**src/rtl/posit_regime_pack_pkg.sv**
```systemverilog
// Shared posit encoding helpers: field widths, special encodings and regime length.
package posit_regime_pack_pkg;

  localparam int unsigned MAX_N = 64;

  typedef logic [MAX_N-1:0] posit_word_t;

  localparam posit_word_t POSIT_MINPOS = posit_word_t'(1);

  function automatic int unsigned regime_cnt_width(input int unsigned n);
    return $clog2(n);
  endfunction

  // A zero-width exponent field is still carried on a one-bit port.
  function automatic int unsigned exp_field_width(input int unsigned es);
    return (es > 0) ? es : 1;
  endfunction

  function automatic posit_word_t posit_nar(input int unsigned n);
    return posit_word_t'(1) << (n - 1);
  endfunction

  function automatic posit_word_t posit_maxpos(input int unsigned n);
    return (posit_word_t'(1) << (n - 1)) - posit_word_t'(1);
  endfunction

  function automatic int unsigned regime_len(input int k);
    return (k >= 0) ? unsigned'(k + 2) : unsigned'(1 - k);
  endfunction

endpackage

```
**src/rtl/posit_regime_pack_if.sv**
```systemverilog
// Beat-level interface of the posit packer: decoded input beat and packed output beat.
interface posit_regime_pack_if
    import posit_regime_pack_pkg::*;
#(
    parameter int unsigned N  = 8,
    parameter int unsigned ES = 0,
    parameter int unsigned F  = N
);

    localparam int unsigned S  = regime_cnt_width(N);
    localparam int unsigned EW = exp_field_width(ES);

    logic                in_valid;
    logic                in_ready;
    logic                in_sign;
    logic signed [S:0]   in_k;
    logic [EW-1:0]       in_exp;
    logic [F-1:0]        in_frac;
    logic                in_zero;
    logic                in_nar;
    logic                out_valid;
    logic                out_ready;
    logic [N-1:0]        out_posit;

    modport master (
        output in_valid, in_sign, in_k, in_exp, in_frac, in_zero, in_nar, out_ready,
        input  in_ready, out_valid, out_posit
    );

    modport slave (
        input  in_valid, in_sign, in_k, in_exp, in_frac, in_zero, in_nar, out_ready,
        output in_ready, out_valid, out_posit
    );

endinterface

```
**src/rtl/posit_regime_pack_rne_round.sv**
```systemverilog
// Round-to-nearest-even of the posit body; result never wraps past maxpos or falls to zero.
module rne_round
    import posit_regime_pack_pkg::*;
#(
    parameter int unsigned N = 8
) (
    input  logic [N-2:0] body_i,
    input  logic         guard_i,
    input  logic         sticky_i,
    output logic [N-2:0] body_o
);

    localparam posit_word_t MAXPOS_W = posit_maxpos(N);

    logic         round_up;
    logic [N-1:0] sum;

    always_comb begin
        round_up = guard_i & (sticky_i | body_i[0]);
        sum      = {1'b0, body_i} + {{(N-1){1'b0}}, round_up};
        if (sum[N-1]) begin
            body_o = MAXPOS_W[N-2:0];
        end else if (sum[N-2:0] == '0) begin
            body_o = POSIT_MINPOS[N-2:0];
        end else begin
            body_o = sum[N-2:0];
        end
    end

endmodule

```
**src/rtl/posit_regime_pack.sv**
```systemverilog
// Two-stage posit encoder back end: regime/body construction, then RNE rounding and sign.
module posit_regime_pack
    import posit_regime_pack_pkg::*;
#(
    parameter int unsigned N  = 8,
    parameter int unsigned ES = 0,
    parameter int unsigned F  = N
) (
    input  logic               clk,
    input  logic               rst,
    posit_regime_pack_if.slave bus
);

    localparam int unsigned BW = N - 1;
    localparam int unsigned TL = ES + F;
    localparam int unsigned WW = TL + 2 * N;
    localparam posit_word_t NAR_W = posit_nar(N);

    logic          advance;

    logic          s1_valid_q;
    logic          s1_sign_q;
    logic          s1_zero_q;
    logic          s1_nar_q;
    logic [BW-1:0] s1_body_q;
    logic          s1_guard_q;
    logic          s1_sticky_q;

    logic [BW-1:0] s1_body_d;
    logic          s1_guard_d;
    logic          s1_sticky_d;

    logic          out_valid_q;
    logic [N-1:0]  out_posit_q;
    logic [N-1:0]  out_posit_d;

    logic [TL-1:0] tail;
    logic [WW-1:0] reg_w;
    logic [WW-1:0] tail_w;
    logic [WW-1:0] word_w;
    int            k_int;
    int unsigned   len;

    logic [BW-1:0] rounded;
    logic [N-1:0]  mag;

    if (ES > 0) begin : g_exp
        assign tail = {bus.in_exp, bus.in_frac};
    end else begin : g_noexp
        logic unused_exp;
        assign unused_exp = ^bus.in_exp;
        assign tail       = bus.in_frac;
    end

    // Stage 1: regime run is laid MSB-first, exp/frac follow right after its terminator.
    // The word is wide enough that no tail bit is shifted out, so sticky sees them all.
    always_comb begin
        k_int       = int'(bus.in_k);
        len         = regime_len(k_int);
        reg_w       = '0;
        tail_w      = '0;
        word_w      = '0;
        s1_body_d   = '0;
        s1_guard_d  = 1'b0;
        s1_sticky_d = 1'b0;
        if (k_int >= int'(N) - 2) begin
            s1_body_d = '1;
        end else if (k_int <= 1 - int'(N)) begin
            s1_body_d = BW'(1);
        end else begin
            if (k_int >= 0) begin
                reg_w = ~({WW{1'b1}} >> (k_int + 1));
            end else begin
                reg_w = {1'b1, {(WW-1){1'b0}}} >> (-k_int);
            end
            tail_w      = {tail, {(2*N){1'b0}}} >> len;
            word_w      = reg_w | tail_w;
            s1_body_d   = word_w[WW-1 -: BW];
            s1_guard_d  = word_w[WW-1-BW];
            s1_sticky_d = |word_w[WW-2-BW:0];
        end
    end

    rne_round #(
        .N (N)
    ) u_rne_round (
        .body_i   (s1_body_q),
        .guard_i  (s1_guard_q),
        .sticky_i (s1_sticky_q),
        .body_o   (rounded)
    );

    // Stage 2: specials bypass rounding and negation entirely.
    always_comb begin
        mag = {1'b0, rounded};
        if (s1_nar_q) begin
            out_posit_d = NAR_W[N-1:0];
        end else if (s1_zero_q) begin
            out_posit_d = '0;
        end else if (s1_sign_q) begin
            out_posit_d = -mag;
        end else begin
            out_posit_d = mag;
        end
    end

    assign advance       = !out_valid_q || bus.out_ready;
    assign bus.in_ready  = advance;
    assign bus.out_valid = out_valid_q;
    assign bus.out_posit = out_posit_q;

    always_ff @(posedge clk) begin
        if (rst) begin
            s1_valid_q  <= 1'b0;
            s1_sign_q   <= 1'b0;
            s1_zero_q   <= 1'b0;
            s1_nar_q    <= 1'b0;
            s1_body_q   <= '0;
            s1_guard_q  <= 1'b0;
            s1_sticky_q <= 1'b0;
            out_valid_q <= 1'b0;
            out_posit_q <= '0;
        end else if (advance) begin
            s1_valid_q  <= bus.in_valid;
            if (bus.in_valid) begin
                s1_sign_q   <= bus.in_sign;
                s1_zero_q   <= bus.in_zero;
                s1_nar_q    <= bus.in_nar;
                s1_body_q   <= s1_body_d;
                s1_guard_q  <= s1_guard_d;
                s1_sticky_q <= s1_sticky_d;
            end
            out_valid_q <= s1_valid_q;
            if (s1_valid_q) begin
                out_posit_q <= out_posit_d;
            end
        end
    end

endmodule

```
**src/flat_wrapper.sv**
```systemverilog
// flat-port wrapper written by rule: the top's interface ports become plain ports
module posit_regime_pack_flat import posit_regime_pack_pkg::*;
#(
    parameter int unsigned N  = 8,
    parameter int unsigned ES = 0,
    parameter int unsigned F  = N
)
  (clk, rst, bus_in_valid, bus_in_sign, bus_in_k, bus_in_exp, bus_in_frac, bus_in_zero, bus_in_nar, bus_out_ready, bus_in_ready, bus_out_valid, bus_out_posit);
  posit_regime_pack_if #(.N(N), .ES(ES), .F(F)) bus_i ();
  input  logic clk;
  input  logic rst;
  input wire logic [$bits(bus_i.in_valid)-1:0] bus_in_valid;
  input wire logic [$bits(bus_i.in_sign)-1:0] bus_in_sign;
  input wire logic [$bits(bus_i.in_k)-1:0] bus_in_k;
  input wire logic [$bits(bus_i.in_exp)-1:0] bus_in_exp;
  input wire logic [$bits(bus_i.in_frac)-1:0] bus_in_frac;
  input wire logic [$bits(bus_i.in_zero)-1:0] bus_in_zero;
  input wire logic [$bits(bus_i.in_nar)-1:0] bus_in_nar;
  input wire logic [$bits(bus_i.out_ready)-1:0] bus_out_ready;
  output wire logic [$bits(bus_i.in_ready)-1:0] bus_in_ready;
  output wire logic [$bits(bus_i.out_valid)-1:0] bus_out_valid;
  output wire logic [$bits(bus_i.out_posit)-1:0] bus_out_posit;
  assign bus_i.in_valid = bus_in_valid;
  assign bus_i.in_sign = bus_in_sign;
  assign bus_i.in_k = bus_in_k;
  assign bus_i.in_exp = bus_in_exp;
  assign bus_i.in_frac = bus_in_frac;
  assign bus_i.in_zero = bus_in_zero;
  assign bus_i.in_nar = bus_in_nar;
  assign bus_i.out_ready = bus_out_ready;
  assign bus_in_ready = bus_i.in_ready;
  assign bus_out_valid = bus_i.out_valid;
  assign bus_out_posit = bus_i.out_posit;
  posit_regime_pack #(.N(N), .ES(ES), .F(F)) u_core (.clk(clk), .rst(rst), .bus(bus_i));
endmodule
```
**config.mk**
```make
export PLATFORM = sky130hd
export DESIGN_NAME = posit_regime_pack_flat
export DESIGN_NICKNAME = d
export VERILOG_FILES = /design/src/rtl/posit_regime_pack_pkg.sv /design/src/rtl/posit_regime_pack_if.sv /design/src/rtl/posit_regime_pack_rne_round.sv /design/src/rtl/posit_regime_pack.sv /design/src/flat_wrapper.sv
export SDC_FILE = /design/constraint.sdc
export NUM_CORES = 1
export LEC_CHECK = 0
export ABC_AREA = 1
export CAP_MARGIN = 20
export CORE_UTILIZATION = 56
export DETAILED_ROUTE_END_ITERATION = 7
export GPL_TIMING_DRIVEN = 0
export HOLD_SLACK_MARGIN = 0.1
export PLACE_DENSITY = 0.83
export SLEW_MARGIN = 20
export SYNTH_ARGS = -nofsm -noshare
export SYNTH_HDL_FRONTEND = slang
export SYNTH_HIERARCHICAL = 1
export SYNTH_SLANG_ARGS = --single-unit
```
**constraint.sdc**
```tcl
create_clock -name clk -period 2.8 [get_ports clk]
set_input_delay 0.56 -clock clk [delete_from_list [all_inputs] [get_ports clk]]
set_output_delay 0.56 -clock clk [all_outputs]
set_load 0.02 [all_outputs]
```
Yosys cells after proc, flatten, opt, wreduce, memory -nomap -nowiden
Index checks and enable logic that the tools add are counted.

operators by class
  $add $sub $neg = 6
  shift-type cells = 3
  order comparisons = 3
  reductions and logical operators = 6
  bitwise operators = 4
  multiplexer cells = 15

operators by type and width
  cell                      count
  $mux W24                  3
  $shr A24 B32 Y24 const A  2
  $mux W32                  1
  $neg A4 Y32               1
  $shr A24 B32 Y24          1
  $mux W7                   4
  $mux W8                   3
  $not A24 Y24              1
  $or A24 B24 Y24           1
  $reduce_or A16 Y1         1
  $add A7 B1 Y8             1
  $neg A7 Y8                1
  $logic_not A7 Y1          1
  $add A4 B2 Y5 const B     1
  $add A4 B3 Y5 const B     1
  $sub A2 B4 Y5 const A     1
  $ge A4 B1 Y1 const B      1
  $ge A4 B4 Y1 const B      1
  $le A4 B4 Y1 const B      1
  $mux W1                   4
  $reduce_and A2 Y1         2
  $and A1 B1 Y1             1
  $logic_not A1 Y1          1
  $logic_or A1 B1 Y1        1
  $or A1 B1 Y1              1

storage, ports and cells
  output and inout bits = 10
  word-level logic and storage cells = 46
  flip-flop bits (word level) = 22
  input port bits = 20

Depth between registers and ports, before layout
  depth in word-level cells = 10
  depth in mapped cells = 21
  mapped depth without buffers = 20

Cells and area by module
Netlist, hierarchy kept.

by module, submodules not included
  module             seq. area each (um^2)  instances  area an instance (um^2)  cells an instance
  posit_regime_pack  440.4                  1          2130.8                   344
  rne_round          0.0                    1          245.2                    49

Least setup slack after synthesis
No wires, ideal clock.

  path type = input to register
  start point = in bus_in_k[2]
  end point = reg u_core.s1_sticky_q
  data arrival time = 2.408 ns
  library setup time = 0.067 ns
  buffers on the path = 1
  data required time = 2.733 ns
  cell stages on the path = 18
  setup slack = 0.325 ns
  cell sequence = buf_6 > inv_2 > ha_1 > ha_1 > nand2_1 > ha_1 > nand3b_1 > nor3_1 > nand2_1 > nor2_1 > nand3_1 > a21oi_1 > nor2_1 > nand2_1 > nor2_1 > nand3_1 > nand2_1 > a21oi_2

between the ends
  word-level cells in the longest chain between the ends = 10
  elaborated cells between the ends (all ways) = 19
  those cells by class = 4 x add/sub; 3 x order compare; 3 x shift; 6 x mux; 2 x bitwise; 1 x reduce/logical

ends and longest elaborated chain
  what                  line                      text
  from (decl)           flat_wrapper.sv:14        input wire logic [$bits(bus_i.in_k)-1:0] bus_in_k;
  $add A4 B2 Y5         posit_regime_pack.sv:72   reg_w = ~({WW{1'b1}} >> (k_int + 1));
  $shr A24 B32 Y24      posit_regime_pack.sv:72
  $not A24 Y24          posit_regime_pack.sv:72
  $mux W24              posit_regime_pack.sv:71   if (k_int >= 0) begin
  $mux W24              posit_regime_pack.sv:68   end else if (k_int <= 1 - int'(N)) begin
  $mux W24              posit_regime_pack.sv:66   if (k_int >= int'(N) - 2) begin
  $or A24 B24 Y24       posit_regime_pack.sv:77   word_w = reg_w | tail_w;
  $reduce_or A16 Y1     posit_regime_pack.sv:80   s1_sticky_d = |word_w[WW-2-BW:0];
  $mux W1               posit_regime_pack.sv:68
  $mux W1 (*)           posit_regime_pack.sv:66
  to (signal assigned)  posit_regime_pack.sv:131  s1_sticky_q <= s1_sticky_d;
  to (decl)             posit_regime_pack.sv:27   logic s1_sticky_q;

Mark *: on every way between the ends. The rest lies on a longest branch, timed or not. The select of a mux whose other input is x is not followed.
A chain may end at the register's enable or synchronous reset.

Worst setup path in the final report
  start point = in bus_in_k[1]
  end point = reg u_core.s1_sticky_q

The elaborated chain is that of the path after synthesis.

==> key figures <==
Clock tree
  – Total CTS buffers: 3
  – Cts-stage hold buffer count: 0
  – TritonCTS clock tree: done
  – Clock root buffer: clkbuf_8
  – Clock-pin transition on the worst setup and hold timing paths: 70 ps
  – H-tree Lvls: 1
  – Worst-Skew Late Latency: 260 ps
  – Clk sinks: 22
  – CTS Buffer Depth: 2

Place
  – DP Cell Count: 470
  – Area after DPL: 2710 µm²
  – DP Wirelength: 4580 µm
  – DP Worst Slack: -705 ps
  – Number of I/O port buffers: 27
  – GP Congestion: 0.872

Cells and area
  – Filler cell count: 360
  – # diodes: 0
  – Design Area, Final: 2910 µm²
  – P&R area growth vs syn: 22.5%
  – Net count, final: 471
  – Layout cells sized above 1: 15.3%
  – Final cell count without fillers: 482

Timing
  – Hold Vio Cnt, Final: 0
  – Final period utilization: 96.2%
  – Slew @ Worst Pin: 682 ps
  – Final Skew: 4.71 ps
  – WHS: 467 ps
  – Fmax: 371 MHz
  – Final Max Slew Viols: 0
  – Min Tclk post-route: 2690 ps
  – Slew HR: 54.2%
  – Final setup fails: 0
  – Worst setup margin: 108 ps
  – TNS Setup: 0 ps

Worst setup path
  – Worst EP arrival: 2890 ps
  – CP Capture Type: flip-flop
  – Critical Path Source Type: input pin
  – Crit Path Max Fanout: 6
  – Required @ worst endpoint: 3000 ps
  – Kind of critical path: input pin to flip-flop

Synth
  – Post-Synthesis Cells: 393
  – Synthesized cell area: 2380 µm²
  – Post-synth top area cell: dfxtp_1
  – Commonest cells in the netlist: nand2_1, nand3_1, inv_1
  – Sequential area share after synthesis: 18.5%
  – #FFs+latches synth: 22
  – Yosys cell types: 45
  – Yosys Warn Count: 6
  – Most used standard cell by instance count after synthesis: nand2_1
  – Top FF cell, synth: dfxtp_1
  – Post-synth ARST share: 0%
  – Mapped Nets: 431
  – Post-synth EDFFs: 0
  – Top cells by area, synth: dfxtp_1, nand2_1, nand3_1
  – Avg Inst Size Synth: 6.05 µm²
  – Post-synth top area share: 18.5%

GRT
  – Initial antenna violation count: 0
  – Vias in the first global route: 2,337
  – Grt ovf: 0
  – Gr usage total: 26.8%
  – First-pass GRT wire length: 9490 µm
  – Pin count of the biggest net entering global routing: 13

Routing
  – Iter 0 DRT Violations: 110
  – Routed wire length: 6110 µm
  – Final ANT Viol Nets: 0
  – TritonRoute pass-1 iters: 5
  – Vias per cell: 5.71
  – Vias post-DR: 2,751
  – Drt drc: 0
  – Drt wl/cell: 12.7 µm

Floorplanning
  – Top Ports: 30
  – Core area: 4030 µm²
  – Initial core utilization: 59.0%
  – Row count: 23
  – Die Wd: 67.1 µm
  – Die height: 67.1 µm
  – Die area: 4510 µm²

Power
  – VDD IR-drop max: 166 µV
  – PwrDens: 351 nW/µm²
  – Pleak: 1.27 nW

Status
  – Outcome: finished clean

Worst hold path
  – HP Class: flip-flop to flip-flop

Run
  – Max_cap viols: 0
==> per-layer routing <==
metal  part of all wire, %  track usage (%)  vias up
met2                    49             49.0       87
met4                   3.3             12.2        0
met5                     0                0        -
met3                   4.3             1.86       21
li1                      -                -     1395
met1                    43             31.5     1248
==> critical path: stages <==
cell and delay [ps]:
clkbuf_2 120, inv_2 140, buf_4 140, ha_1 170
nand2_2 110, ha_1 290, nand2_1 90, nor2_1 150
nand2b_1 80, nor2_1 130, nand2_1 110, nor2_1 160
o21ai_0 140, a21oi_2 170, nor2_2 70, nand3_1 80
nand2_1 70, a21oi_2 120
==> sequential cells by signal, summed over array words and instances (netlist names) <==
name	flops
u_core/bus.out_posit	8
u_core/s1_body_q	7
u_core/bus.out_valid	1
u_core/s1_guard_q	1
u_core/s1_nar_q	1
u_core/s1_sign_q	1
u_core/s1_sticky_q	1
u_core/s1_valid_q	1
u_core/s1_zero_q	1
==> final cells by class <==
cell class              count  area [µm²]  area share [%]
inverters                  43         178            6.10
repair buffers             35         310            10.7
clock buffers               4        55.1            1.89
multi-input cells         318        1800            61.8
plain buffers              10        66.3            2.28
well taps                  50        62.6            2.15
flip-flops and latches     22         440            15.1
==> layout by cell type, fill, tap and decap left out, drive strengths merged, types with 10 or more instances in the layout <==
master	Yosys	layout
nand2	117	117
o21ai	25	25
clkdlybuf4s50	0	23
a21oi	18	18
nor3	10	10
inv	40	39
ha	18	18
dfxtp	22	22
nor2	37	37
buf	5	13
clkbuf	5	13
nand3	56	56
==> cell families (layout without fill, tap and decap cells) <==
kind of cell,count (synthesis),after routing,share of synthesized area (%)
buf+inv,53,92,9.53
xor+xnor,5,5,2.16
fa+ha+maj,18,18,9.48
flops,22,22,18.5
compound gates,67,67,17.0
simple gates,228,228,43.3
==> stage by stage <==
step                      power [mW]  util, %
after global routing            1.10     72.2
after global placement         0.765     67.2
final                           1.02     72.2
after CTS                       1.00     69.8
after detailed placement       0.772     67.2
after floorplan                0.661        -
==> what timing repair did <==
action / in CTS / in global routing
gates resized for setup: 17 / 24
pin swaps: 3 / 9
buffers inserted: 2 / 6
setup endpoints to repair: 9 / 5
==> final timing paths <==
kind / startpoint / endpoint / slack [ps] / cells past startpoint
max: bus_in_k[1] / u_core/s1_sticky_q / 110 / 18
min: u_core/bus.out_posit[3] / u_core/bus.out_posit[3] / 470 / 2
max reg2reg: u_core/s1_sticky_q / u_core/bus.out_posit[6] / 230 / 19
min reg2reg: u_core/bus.out_posit[3] / u_core/bus.out_posit[3] / 470 / 2
==> power breakdown <==
part,switching (mW),internal (mW)
clock,0.0963,0.125
sequential,0.0193,0.335
combinational,0.277,0.169
Note: power is estimated with default switching activity, not from simulation.
